$ cat src/rtl/itr_pkg.sv
// Shared configuration, types and helpers for the multi-source interrupt controller.
package itr_pkg;

  // Controller configuration; index 0 is the highest priority source.
  localparam int NITR    = 4;
  localparam int MINSTW  = 9;
  localparam int ITRBASE = 0;
  localparam int VSTEP   = 4;
  localparam int NEST    = 2;

  // Level width must also encode the idle level NITR.
  localparam int LW = $clog2(NITR + 1);
  // Depth counter must reach NEST.
  localparam int DW = $clog2(NEST + 1);

  localparam logic [LW-1:0] LVL_IDLE = LW'(NITR);

  // One nesting-stack entry: return address plus the level to restore.
  typedef struct packed {
    logic [MINSTW-1:0] addr;
    logic [LW-1:0]     lvl;
  } stk_entry_t;

  // Vector address of source i, truncated to the instruction address width.
  function automatic logic [MINSTW-1:0] vec_addr(input logic [LW-1:0] i);
    int v;
    v = ITRBASE + int'(i) * VSTEP;
    return v[MINSTW-1:0];
  endfunction

  // One-hot in-service pattern for a level; the idle level maps to all zeros.
  function automatic logic [NITR-1:0] lvl_onehot(input logic [LW-1:0] l);
    logic [NITR-1:0] oh;
    for (int k = 0; k < NITR; k++) begin
      oh[k] = (int'(l) == k);
    end
    return oh;
  endfunction

endpackage

$ cat src/rtl/itr_stack.sv
// LIFO of NEST return entries. The caller never asserts push and pop together.
module itr_stack
  import itr_pkg::*;
(
  input  logic          clk,
  input  logic          rst,
  input  logic          push,
  input  logic          pop,
  input  stk_entry_t    din,
  output stk_entry_t    top,
  output logic [DW-1:0] depth
);

  localparam int IW = (NEST > 1) ? $clog2(NEST) : 1;

  stk_entry_t       mem [NEST];
  logic [IW-1:0]    wr_idx;
  logic [IW-1:0]    rd_idx;
  logic [DW-1:0]    depth_dec;

  assign depth_dec = depth - 1'b1;
  assign wr_idx    = IW'(depth);
  assign rd_idx    = IW'(depth_dec);
  // Top of stack is only meaningful while depth is non-zero.
  assign top       = mem[rd_idx];

  // Entry storage; contents need no reset because depth gates every read.
  always_ff @(posedge clk) begin
    if (push && (depth != DW'(NEST))) begin
      mem[wr_idx] <= din;
    end
  end

  // Occupancy counter, discarded immediately on reset.
  always_ff @(posedge clk or posedge rst) begin
    if (rst) begin
      depth <= '0;
    end else if (push && (depth != DW'(NEST))) begin
      depth <= depth + 1'b1;
    end else if (pop && (depth != '0)) begin
      depth <= depth_dec;
    end
  end

endmodule

$ cat src/rtl/itr_ctrl_multi.sv
// Prioritised, nested, vectored interrupt controller sitting in front of the pc load path.
module itr_ctrl_multi
  import itr_pkg::*;
(
  input  logic              clk,
  input  logic              rst,
  input  logic [NITR-1:0]   itr_src,
  input  logic              mask_we,
  input  logic [NITR-1:0]   mask_in,
  input  logic [MINSTW-1:0] pc_addr,
  input  logic              boundary,
  input  logic              itr_ret,
  output logic              itr_take,
  output logic [MINSTW-1:0] itr_vec,
  output logic              ret_valid,
  output logic [MINSTW-1:0] ret_addr,
  output logic [NITR-1:0]   pending,
  output logic [NITR-1:0]   active,
  output logic [1:0]        err
);

  logic [NITR-1:0] sync1;
  logic [NITR-1:0] sync2;
  logic [NITR-1:0] dly;
  logic [NITR-1:0] edge_det;
  logic [NITR-1:0] mask;
  logic [NITR-1:0] req;
  logic [NITR-1:0] take_clr;
  logic [LW-1:0]   level;
  logic [LW-1:0]   cand_idx;
  logic            cand_valid;
  logic            take_go;
  logic            ret_go;
  logic [DW-1:0]   depth;
  stk_entry_t      stk_top;
  stk_entry_t      stk_din;

  assign edge_det = sync2 & ~dly;
  assign req      = pending & mask;

  // Lowest-index enabled pending source wins.
  always_comb begin
    cand_valid = 1'b0;
    cand_idx   = LVL_IDLE;
    for (int k = NITR - 1; k >= 0; k--) begin
      if (req[k]) begin
        cand_valid = 1'b1;
        cand_idx   = LW'(k);
      end
    end
  end

  // RETI has precedence; a take needs a boundary, higher priority and stack room.
  assign ret_go   = itr_ret && (depth != '0);
  assign take_go  = cand_valid && (cand_idx < level) && boundary &&
                    (depth != DW'(NEST)) && !itr_ret;
  assign take_clr = take_go ? lvl_onehot(cand_idx) : '0;
  assign stk_din  = '{addr: pc_addr, lvl: level};

  itr_stack u_stack (
    .clk   (clk),
    .rst   (rst),
    .push  (take_go),
    .pop   (ret_go),
    .din   (stk_din),
    .top   (stk_top),
    .depth (depth)
  );

  // Two-flop synchroniser plus a delay flop for rising-edge detection.
  always_ff @(posedge clk or posedge rst) begin
    if (rst) begin
      sync1 <= '0;
      sync2 <= '0;
      dly   <= '0;
    end else begin
      sync1 <= itr_src;
      sync2 <= sync1;
      dly   <= sync2;
    end
  end

  // Mask, pending and sticky error state; a new edge beats a same-cycle take clear.
  always_ff @(posedge clk or posedge rst) begin
    if (rst) begin
      mask    <= '0;
      pending <= '0;
      err     <= '0;
    end else begin
      if (mask_we) begin
        mask <= mask_in;
      end
      pending <= (pending & ~take_clr) | edge_det;
      if (itr_ret && (depth == '0)) begin
        err[0] <= 1'b1;
      end
      if (|(edge_det & pending & ~take_clr)) begin
        err[1] <= 1'b1;
      end
    end
  end

  // Take/return sequencing with registered one-cycle redirect pulses.
  always_ff @(posedge clk or posedge rst) begin
    if (rst) begin
      level     <= LVL_IDLE;
      active    <= '0;
      itr_take  <= 1'b0;
      itr_vec   <= '0;
      ret_valid <= 1'b0;
      ret_addr  <= '0;
    end else if (ret_go) begin
      level     <= stk_top.lvl;
      active    <= lvl_onehot(stk_top.lvl);
      ret_valid <= 1'b1;
      ret_addr  <= stk_top.addr;
      itr_take  <= 1'b0;
      itr_vec   <= '0;
    end else if (take_go) begin
      level     <= cand_idx;
      active    <= lvl_onehot(cand_idx);
      itr_take  <= 1'b1;
      itr_vec   <= vec_addr(cand_idx);
      ret_valid <= 1'b0;
      ret_addr  <= '0;
    end else begin
      itr_take  <= 1'b0;
      itr_vec   <= '0;
      ret_valid <= 1'b0;
      ret_addr  <= '0;
    end
  end

endmodule

$ cat config.mk
export PLATFORM = sky130hd
export DESIGN_NAME = itr_ctrl_multi
export DESIGN_NICKNAME = d
export VERILOG_FILES = /design/src/rtl/itr_pkg.sv /design/src/rtl/itr_stack.sv /design/src/rtl/itr_ctrl_multi.sv
export SDC_FILE = /design/constraint.sdc
export NUM_CORES = 1
export LEC_CHECK = 0
export ABC_AREA = 1
export CORE_ASPECT_RATIO = 1.25
export CORE_MARGIN = 2
export CORE_UTILIZATION = 55
export CTS_CLUSTER_SIZE = 40
export DETAILED_ROUTE_END_ITERATION = 7
export GPL_TIMING_DRIVEN = 1
export PLACE_DENSITY_LB_ADDON = 0.12
export REMOVE_ABC_BUFFERS = 1
export SYNTH_ARGS = -nofsm -noshare
export SYNTH_HDL_FRONTEND = slang
export SYNTH_SLANG_ARGS = --single-unit
$ cat constraint.sdc
create_clock -name clk -period 4.7 [get_ports clk]
set_input_delay 0.47 -clock clk [delete_from_list [all_inputs] [get_ports clk]]
set_output_delay 0.47 -clock clk [all_outputs]
set_load 0.03 [all_outputs]
# Yosys cells after proc, flatten, opt, wreduce, memory -nomap -nowiden
# Memory sizes are Yosys's and may differ from the RTL's.
# Cells that the tools add are included.
[classes]
add_sub_neg = 2
magnitude_cmp = 1
eq_ne = 7
muxes = 23
bitwise = 8
reduce_logical = 16
[ops]
columns = ["cell", "count"]
rows = [
  ["AND 4 bit", 5],
  ["two-way mux 3 bit", 6],
  ["== test 3 bit, second input constant", 4],
  ["two-way mux 4 bit", 3],
  ["two-way mux 5 bit", 2],
  ["two-way mux 1 bit", 9],
  ["two-way mux 9 bit", 1],
  ["logical AND 1 bit", 8],
  ["NOT 4 bit", 2],
  ["== test 3 x 2 -> 1 bit, second input constant", 2],
  ["logical NOT 3 bit", 2],
  ["nonzero test 2 bit", 3],
  ["two-way mux 2 bit", 2],
  ["OR 4 bit", 1],
  ["OR reduction 4 bit", 1],
  ["< comparator 3 bit", 1],
  ["adder 2 x 1 -> 2 bit, second input constant", 1],
  ["logical NOT 2 bit", 1],
  ["inequality test 2 bit, second input constant", 1],
  ["subtractor 2 x 1 -> 2 bit, second input constant", 1],
  ["logical NOT 1 bit", 1],
]
[word_totals]
ff_bits = 51
ramBits = 24
inputBits = 22
out_inout_bits = 30
wordCells = 72
mem_count = 1
[memory_table]
columns = ["name", "words", "width", "rd", "rd_ports_with_merged_regs", "write_ports", "line", "source"]
rows = [
  ["u_stack.mem", 2, 12, 1, 0, 1, "itr_stack.sv:16", "stk_entry_t mem [NEST];"],
]

# Longest topological paths before layout
# Gate-level depths: netlist (run 1).
[depth]
ltp_word = 14
mapped_depth = 14
mapped_depth_nobuf = 14

# By module
# Synthesis (run 1) repeated with hierarchy kept, for this count alone.
[hier_totals]
hier_cells = 257
hier_area_um2 = 2761.4
[by_module_without_submodules]
columns = ["module", "n_inst", "cells_each", "area_per_inst_um2", "seq_area_each_um2"]
rows = [
  ["itr_ctrl_multi", 1, 171, 1727.9, 1077.3],
  ["itr_stack", 1, 86, 1033.5, 770.7],
]

# Worst setup path after synthesis (run 1)
# No wires, ideal clock.
[synth_path]
path_type = "register to register"
start = "register pending[1]"
end = "memory u_stack.mem[0][0] (netlist bit), enable pin"
setup_time_ns = 0.380
arrival_time_ns = 2.138
required_ns = 4.320
slack_ns = 2.182
stages_incl_launch_ff = 10
n_path_buf = 0
synth_period_minus_slack_ns = 2.518
cell_sequence = "dfrtp_1 -> nand2_2 -> nand2_2 -> nor2_2 -> ha_1 -> inv_1 -> nand2_1 -> nor4_4 -> nand2_4 -> nor2_1"
[synth_between]
elab_chain_len = 11
elab_cells_between_ends = 13
cone_classes = "order compare (1); mux (6); bitwise (1); reduce/logical (5)"
[synth_lines]
columns = ["element", "line", "source"]
rows = [
  ["start, declared", "itr_ctrl_multi.sv:17", "output logic [NITR-1:0] pending,"],
  ["start signal, assigned", "itr_ctrl_multi.sv:93", "pending <= (pending & ~take_clr) | edge_det;"],
  ["AND 4 bit *", "itr_ctrl_multi.sv:39", "assign req = pending & mask;"],
  ["two-way mux 3 bit (2 in a row)", "itr_ctrl_multi.sv:46", "if (req[k]) begin"],
  ["< comparator 3 bit", "itr_ctrl_multi.sv:55", "assign take_go = cand_valid && (cand_idx < level) && boundary &&"],
  ["logical AND 1 bit * (3 in a row)", "itr_ctrl_multi.sv:55", ""],
  ["logical AND 1 bit *", "itr_ctrl_multi.sv:56", "(depth != DW'(NEST)) && !itr_ret;"],
  ["logical AND 1 bit *", "itr_stack.sv:29", "if (push && (depth != DW'(NEST))) begin"],
  ["two-way mux 1 bit *", "itr_stack.sv:29", ""],
  ["two-way mux 1 bit (not written as such) *", "itr_stack.sv:30", "mem[wr_idx] <= din;"],
  ["end, declared", "itr_stack.sv:16", ""],
]
# Every way passes the cells marked *; elsewhere a longest branch is shown, timed or not.

# Worst setup path in the final report (run 1)
[layout_path]
start = "register u_stack.depth[0]"
end = "memory u_stack.mem[1][7] (netlist bit), enable pin"
[layout_between]
elab_chain_len = 6
[layout_lines]
columns = ["element", "line", "source"]
rows = [
  ["start, declared", "itr_stack.sv:11", "output logic [DW-1:0] depth"],
  ["start signal, assigned", "itr_stack.sv:39", "depth <= depth + 1'b1;"],
  ["start signal, assigned", "itr_stack.sv:41", "depth <= depth_dec;"],
  ["inequality test 2 bit", "itr_stack.sv:29, itr_ctrl_multi.sv:56", ""],
  ["logical AND 1 bit", "itr_ctrl_multi.sv:55", ""],
  ["logical AND 1 bit", "itr_ctrl_multi.sv:56", ""],
  ["logical AND 1 bit", "itr_stack.sv:29", ""],
  ["two-way mux 1 bit", "itr_stack.sv:29", ""],
  ["two-way mux 1 bit (not written as such)", "itr_stack.sv:30", ""],
]
# Parallel ways exist; a longest one is shown, timed or not.

==> impl_metrics.yaml, run 1 <==
run_status:
  status: "complete, no violations"
global_routing:
  grt_overflow: 0
  via_count_of_the_first_global_routing_pass: 1750
  grt_pass1_wl_um: 7750
  global_routing_usage_summed_across_all_routing_layers: 0.201
  grt_start_max_net_pins: 46
  antenna_found_initial: 0
placed_design:
  port_buffers: 45
  dp_cells: 334
  post-dp-hpwl_um: 3280
  detailedPlace.worstSlack_ns: 1.55
  detailed_place.area_um2: 3150
  place.gp.congestion: 0.786
worst_setup_path:
  critPathMaxFanout: 15
  crit_required_ns: 4.66
  worst_setup_path_end_kind: "flip-flop"
  cp-start-kind: "flip-flop"
  setup.worst_path.class: "reg2reg"
  critPathArrivalTime_ns: 3.08
clocking:
  hold_buffers: 0
  clock_sink_count: 69
  post_cts.resized_instances: 0
  clkTransAtPathRegs_ns: 0.07
  numCtsBuffers: 9
  cts.path.max_buffers: 2
  cts_root_buffer: "clkbuf_8"
  cts_max_level: 3
  cts_tree: "done"
  number_of_post_cts_setup_repair_buffers: 0
  clkLatencyLatePin_ns: 0.34
run:
  count_of_max_cap_constraint_violations: 0
timing:
  grt_setup_unrepaired: "false"
  timing.fmax_mhz: 320
  total_of_endpoints_with_negative_setup_slack_in_the_final_report: 0
  finalMaxSlewViolations: 0
  tightest_slew_ns: 1.01
  timing.slew.headroom: 0.321
  finalHoldViolCount: 0
  final_min_period_over_clock_period: 0.664
  period_needed_ns: 3.12
  setup_tns_ns: 0
  final.setup_skew_ns: 0.00824
  finalHoldWorstSlack_ns: 0.351
  fin_ws_ns: 1.58
detailed_routing:
  ant_nets: 0
  vias_per_instance: 4.78
  drt_iter0_markers: 110
  total_vias_in_the_final_route: 1673
  drt_pass1_iterations: 4
  detail_route.wl_per_cell_um: 13.5
  routed_wirelength_um: 4710
  post-route-drc-count: 0
layout:
  post-route-cell-area_um2: 3390
  most_used_cells_in_the_layout_excluding_fill_and_tap_cells: "nand2_1 (64), clkdlybuf4s50_1 (45), dfrtp_1 (44), inv_1 (24), edfxtp_1 (24)"
  layout.nets: 311
  antenna_diode_count: 0
  most_frequent_standard_cell_in_the_layout_excluding_fill_and_tap_cells: "nand2_1"
  multiInputGateArea_um2: 677
  fill_cells: 353
  drive_above_1_share: 0.124
  finish.cell_count_without_fillers: 350
  layout.core_utilization: 0.723
  area_growth_syn_to_layout_pct: 27.0
  layout.area.seq_um2: 1850
synthesis:
  ys.flop_type: "dfrtp_1"
  async_flop_share: 0.652
  synthesis.area_um2: 2670
  yosys_register_bits: 69
  postSynthCellCount: 232
  synth_edf_count: 24
  post_synthesis_sequential_area_ratio: 0.692
  average_cell_area_after_synthesis_um2: 11.5
  synth.lib_cells_used.distinct: 30
  synthesis.yosys.warnings: 0
pwr:
  powerDensity_nw_per_um2: 574
  leakagePower_nw: 1.55
  report.power.total_mw: 1.95
  worst_ir_drop_vdd_mv: 0.333
die:
  coreArea_um2: 4690
  die-height_um: 81.9
  rows: 28
  die_width_um: 66.3
  initial_utilization: 0.569
  io_pins: 52
  floorplan.die_area_um2: 5430
min_path:
  hold_class: "reg2reg"
-- cell families after synthesis --
kind of cell | share of synthesized area
and+or+nand+nor | 0.167
DFF | 0.692
buffers and inverters | 0.0628
AOI/OAI and AO/OA | 0.0380
adders and majority gates | 0.0187
muxes | 0.0169
other | 0.00140
xor gates and xnor gates | 0.00328
-- Yosys cell counts (2+ instances only) --
cell type / count / area (um^2)
nor2_1: 14 / 52.6
nand2_4: 2 / 22.5
nor2_2: 3 / 18.8
edfxtp_1: 24 / 721
inv_1: 25 / 93.8
mux2_2: 4 / 45.0
nand2_1: 64 / 240
dfrtp_1: 44 / 1100
ha_1: 4 / 50.1
nand3_1: 7 / 35.0
clkbuf_1: 2 / 7.51
nand2_2: 4 / 25.0
a21oi_1: 9 / 45.0
o21ai_0: 5 / 25.0
buf_4: 6 / 45.0
-- registers in the layout (all words and copies together), names as in the netlist --
signal	flops
ret_valid	1
active	4
u_stack.mem	24
pending	4
sync2	4
level	3
sync1	4
itr_vec	3
mask	4
itr_take	1
ret_addr	9
u_stack.depth	2
err	2
dly	4
-- final timing paths --
check	start	endpoint	slack (ns)	depth (start not counted)
max	u_stack.depth[0]	u_stack.mem[1][7]	1.58	5
min	sync1[1]	sync2[1]	0.35	0
max reg2reg	u_stack.depth[0]	u_stack.mem[1][7]	1.58	5
min reg2reg	sync1[1]	sync2[1]	0.35	0
max in group asynchronous	rst	ret_addr[7]	3.48	2
min in group asynchronous	rst	ret_addr[4]	0.64	2
-- worst max-delay path: stages (launching register included) --
cell     delay, ns
dfrtp_1       0.63
inv_1         0.36
ha_1          0.34
nor4_4        0.48
nand2_4       0.14
nor2_1        0.79
-- layout make-up --
class	instances	share of cell area
clock buffer	9	0.0365
clock inverter	7	0.0336
inverter	27	0.0306
multi-input combinational	133	0.200
sequential	69	0.545
tap	60	0.0221
timing repair buffer	45	0.133
-- where the power goes --
group	internal, mW	switching [mW]
clock network	0.349	0.217
logic	0.206	0.361
registers	0.747	0.0681
total	1.30	0.646
-- layer usage --
| metal | global-route usage | part of all wire |
|---|---|---|
| met3 | 0.0644 | 0.044 |
| met2 | 0.341 | 0.54 |
| met4 | 0.110 | 0.021 |
| met1 | 0.222 | 0.40 |
| met5 | 0 | 0 |
No activity file was read; power rests on OpenSTA's default activity.
==> inputs of run 2 (changes only) <==
Settings changed: CORE_UTILIZATION 55 to 51.
Clock period 4.7 ns to 3.05 ns, I/O delays scaled along.
==> run 2 against run 1 <==
  * Clock power is 7.2% higher
  * Die area is 7.4% higher
  * Sequential share of layout area is 0.73 points higher
  * Wire length is 1.3% lower
  * Critical endpoint is now u_stack.mem[0][11]
  * Largest power group unchanged
  * Non-clock buffer count is 4 higher
==> impl_metrics.yaml, run 2 (same netlist as run 1, synthesis figures left out) <==
run_status:
  status: "complete, no violations"
clocking:
  cts_tree: "done"
  cts_max_level: 3
  cts.path.max_buffers: 2
  numCtsBuffers: 9
  hold_buffers: 0
  clkTransAtPathRegs_ns: 0.06
  number_of_post_cts_setup_repair_buffers: 0
  clkLatencyLatePin_ns: 0.34
  clock_sink_count: 69
  cts_root_buffer: "clkbuf_8"
  post_cts.resized_instances: 0
run:
  count_of_max_cap_constraint_violations: 0
timing:
  final_min_period_over_clock_period: 0.749
  finalMaxSlewViolations: 0
  grt_setup_unrepaired: "false"
  tightest_slew_ns: 0.554
  fin_ws_ns: 0.766
  period_needed_ns: 2.28
  timing.slew.headroom: 0.631
  setup_tns_ns: 0
  finalHoldViolCount: 0
  total_of_endpoints_with_negative_setup_slack_in_the_final_report: 0
  final.setup_skew_ns: 0.0105
  timing.fmax_mhz: 438
die:
  io_pins: 52
  die_width_um: 68.7
  coreArea_um2: 5080
  die-height_um: 84.9
  floorplan.die_area_um2: 5830
  rows: 29
  initial_utilization: 0.526
global_routing:
  grt_start_max_net_pins: 46
  global_routing_usage_summed_across_all_routing_layers: 0.181
  grt_pass1_wl_um: 7420
  grt_overflow: 0
  via_count_of_the_first_global_routing_pass: 1609
  antenna_found_initial: 0
pwr:
  leakagePower_nw: 1.54
  powerDensity_nw_per_um2: 825
  worst_ir_drop_vdd_mv: 0.494
worst_setup_path:
  setup.reg_to_reg.worst_slack_ns: 0.77
  cp-startpoint: "u_stack.depth[0]"
  regToRegEndpoint: "u_stack.mem[0][11]"
  timing.reg2reg.worst_path_depth: 7
  critPathMaxFanout: 15
  cp-start-kind: "flip-flop"
  reg2reg_from: "u_stack.depth[0]"
  crit_required_ns: 3.08
  critPathCapture: "u_stack.mem[0][11]"
  setup.worst_path.class: "reg2reg"
  worst_setup_path_end_kind: "flip-flop"
  critPathArrivalTime_ns: 2.32
min_path:
  holdCritStartpoint: "sync1[1]"
  hold_class: "reg2reg"
  whs_path_depth: 0
layout:
  max_reg_flops: 24
  area_growth_syn_to_layout_pct: 25.4
  registers.top_by_ff_count: "u_stack.mem"
  layout.nets: 315
  antenna_diode_count: 0
  most_used_cells_in_the_layout_excluding_fill_and_tap_cells: "nand2_1 (64), clkdlybuf4s50_1 (45), dfrtp_1 (44), inv_1 (24), edfxtp_1 (24)"
  most_frequent_standard_cell_in_the_layout_excluding_fill_and_tap_cells: "nand2_1"
  drive_above_1_share: 0.129
  reg.largest.list: "u_stack.mem: 24 flops, ret_addr: 9 flops"
detailed_routing:
  drt_pass1_iterations: 4
  drt_iter0_markers: 71
  detail_route.wl_per_cell_um: 13.1
  total_vias_in_the_final_route: 1678
  vias_per_instance: 4.71
  post-route-drc-count: 0
  routed_wirelength_um: 4650
  ant_nets: 0
placed_design:
  detailedPlace.worstSlack_ns: 0.778
  post-dp-hpwl_um: 3290
  port_buffers: 45
  place.gp.congestion: 0.878
[run 2: cell count changes in the layout (fill, tap and decap cells not counted), sizes merged]
| cell | change |
|---|---|
| clkbuf | +2 |
| inv | -1 |
| bufinv | -3 |
| clkinvlp | -2 |
| clkinv | +4 |
| buf | +4 |
[run 2: power breakdown]
part	leakage, nW	switching, mW	internal [mW]
registers	0.757	0.0824	1.15
clock network	0.0868	0.316	0.291
logic	0.698	0.588	0.334
[run 2: worst max-delay path: stages, from the launching register on]
cell and delay, ns:
dfrtp_1 0.32, buf_4 0.19, inv_1 0.22, ha_1 0.30, nor4_4 0.46, nand2_4 0.14, nor2_1 0.11, buf_4 0.22
[run 2: per-layer routing]
metal	routed length [um]	share of wire	track usage
met1	1930	0.42	0.215
met4	93	0.020	0.0856
met2	2390	0.51	0.285
met3	232	0.050	0.0676
met5	0	0	0
[run 2: layout make-up]
cell class                 count  area (um^2)
inverter                      27          104
clock inverter                 5         28.8
sequential                    69         1850
tap                           62         77.6
multi-input combinational    133          677
clock buffer                  11          131
fill                         402         1730
timing repair buffer          49          480
[run 2: how the worst min path moves through the flow]
stage                     slack (ns)  endpoint
after CTS                       0.35  sync2[1]
after global placement          0.34  sync2[1]
final                           0.35  sync2[1]
after global routing            0.36  sync2[1]
after detailed placement        0.34  sync2[1]
after floorplan                 0.33  sync2[0]
[run 2: stage by stage]
stage | hold WS [ns] | util | total power [mW] | cell area, um^2 | cells
6_report | 0.351 | 0.659 | 2.76 | 3350 | 356
5_1_grt | 0.359 | 0.659 | 2.95 | 3350 | 356
4_1_cts | 0.353 | 0.659 | 2.80 | 3350 | 356
3_5_place_dp | 0.338 | 0.627 | 2.18 | 3190 | 340
3_3_place_gp | 0.336 | 0.627 | 2.16 | 3190 | 340
2_1_floorplan | 0.331 | - | 1.83 | 2630 | 229
==> inputs of run 3 (changes only) <==
Settings changed: CORE_UTILIZATION 51 to 46.
Clock period 3.05 ns to 1.9 ns, I/O delays scaled along.
==> run 3 against run 2 <==
  * Hold slack worse by 0.18 ns
  * Sequential share of layout area fell by 4.9 points
  * Via count rose by 4.6%
  * Global-route usage is 1.6 points lower
  * Utilization fell by 1.5 points
  * Die area is 10% higher
  * Clock power rose by 73%
  * Largest cell class unchanged
  * Highest routed layer unchanged
==> impl_metrics.yaml, run 3 (same netlist as run 1, synthesis figures left out) <==
worst_setup_path:
  critical_path.max_stage_delay_ns: 0.54
  cp-start-kind: "flip-flop"
  critPathArrivalTime_ns: 1.86
  cp-startpoint: "level[2]"
  critPathMaxFanout: 5
  cp_cell_sequence: "inv_1, ha_4, inv_2, nand2_2, nor4_4, nand2_4, nor2_4, buf_6"
  crit_required_ns: 1.95
  reg2reg_from: "level[2]"
  setup.worst_path.class: "reg2reg"
  timing.critical_path.slowest_stage_cell: "dfstp_2"
  worst_setup_path_end_kind: "flip-flop"
global_routing:
  via_count_of_the_first_global_routing_pass: 1657
  grt_overflow: 0
  global_routing_usage_summed_across_all_routing_layers: 0.165
  grt_start_max_net_pins: 30
  grt_pass1_wl_um: 7710
  antenna_found_initial: 0
clocking:
  clkTransAtPathRegs_ns: 0.08
  cts_max_level: 3
  cts_root_buffer: "clkbuf_8"
  clock_sink_count: 69
  numCtsBuffers: 9
  clkLatencyLatePin_ns: 0.33
  cts.path.max_buffers: 2
  hold_buffers: 0
  cts_tree: "done"
placed_design:
  post-dp-hpwl_um: 3460
  place.gp.congestion: 0.753
  port_buffers: 45
layout:
  reg.largest.list: "u_stack.mem: 24 flops, ret_addr: 9 flops"
  area_growth_syn_to_layout_pct: 37.5
  registers.top_by_ff_count: "u_stack.mem"
  max_reg_flops: 24
  drive_above_1_share: 0.248
  antenna_diode_count: 0
  fill_cells: 461
  most_used_cells_in_the_layout_excluding_fill_and_tap_cells: "nand2_1 (55), clkdlybuf4s50_1 (45), dfrtp_1 (44), edfxtp_1 (24), inv_1 (22)"
  layout.nets: 335
  most_frequent_standard_cell_in_the_layout_excluding_fill_and_tap_cells: "nand2_1"
pwr:
  worst_ir_drop_vdd_mv: 0.751
  report.power.total_mw: 4.82
  powerDensity_nw_per_um2: 1310
  leakagePower_nw: 1.66
timing:
  timing.fmax_mhz: 551
  finalHoldWorstSlack_ns: 0.172
  grt_setup_unrepaired: "true"
  timing.slew.headroom: 0.558
  setup_tns_ns: 0
  finalMaxSlewViolations: 0
  finalHoldViolCount: 0
  final_min_period_over_clock_period: 0.956
  period_needed_ns: 1.82
  tightest_slew_ns: 0.659
  total_of_endpoints_with_negative_setup_slack_in_the_final_report: 0
  final.setup_skew_ns: 0.00926
die:
  rows: 31
  coreArea_um2: 5700
  die-height_um: 89.2
  floorplan.die_area_um2: 6430
  initial_utilization: 0.468
  die_width_um: 72.1
  io_pins: 52
run:
  count_of_max_cap_constraint_violations: 0
run_status:
  status: "complete, no violations"
detailed_routing:
  post-route-drc-count: 0
  detail_route.wl_per_cell_um: 13.3
  drt_iter0_markers: 84
  ant_nets: 0
  total_vias_in_the_final_route: 1756
  drt_pass1_iterations: 4
  routed_wirelength_um: 5040
  vias_per_instance: 4.62
min_path:
  hold_class: "in2async"
run 3: cell count changes in the layout (fill, tap and decap cells not counted), moves of 4 or more:
cell / previous run / this run
buf_4: 4 / 17
nand2_1: 64 / 55
buf_6: 0 / 6
nand3_1: 7 / 3
nand3_4: 0 / 4
nand2_2: 4 / 12
run 3: metal layers:
layer / part of all wire / GRT usage
met4: 0.014 / 0.0617
met1: 0.40 / 0.200
met2: 0.54 / 0.279
met3: 0.043 / 0.0507
met5: 0 / 0
run 3: path summary, 6_finish.rpt:
kind                                     endpoint  slack (ns)  cells past startpoint
worst max-delay path            u_stack.mem[0][8]        0.08                      8
worst min-delay path                     level[1]        0.17                      2
worst max register to register  u_stack.mem[0][8]        0.08                      8
worst min register to register           sync2[0]        0.35                      0
max in group asynchronous              pending[2]        1.21                      3
min in group clk                         sync1[2]        0.30                      1
run 3: final cells by class:
type	instances	area [um^2]	area share
Multi-Input combinational cell	133	795	0.216
Sequential cell	69	1850	0.503
Inverter	27	104	0.0283
Timing Repair Buffer	69	666	0.181
Clock buffer	12	155	0.0422
Clock inverter	4	22.5	0.00613
Tap cell	66	82.6	0.0225
run 3: critical path, delay by kind of cell (launching register included):
family        cells  cell delay, ns
fa+ha+maj         1            0.16
buf+inv           3            0.27
simple gates      4            0.57
flops             1            0.54
run 3: what timing repair did:
action,CTS,global route
endpoints found under the setup margin,19,34
gates cloned,0,1
pin swaps,1,10
gates resized for setup,1,33
setup buffers,0,5
run 3: where the power goes:
part           internal, mW  switching, mW  total (mW)
clock network         0.538          0.514        1.05
registers              1.85          0.117        1.97
logic                 0.718           1.08        1.80
run 3: stage by stage:
step / worst slack (ns) / instance area (um^2) / cells / util
after floorplan: -0.632 / 2630 / 229 / -
after global placement: 0.0395 / 3310 / 358 / 0.580
after detailed placement: -0.0300 / 3310 / 358 / 0.580
after CTS: 0.0192 / 3490 / 374 / 0.612
after global routing: -0.0335 / 3670 / 380 / 0.644
final: 0.0840 / 3670 / 380 / 0.644
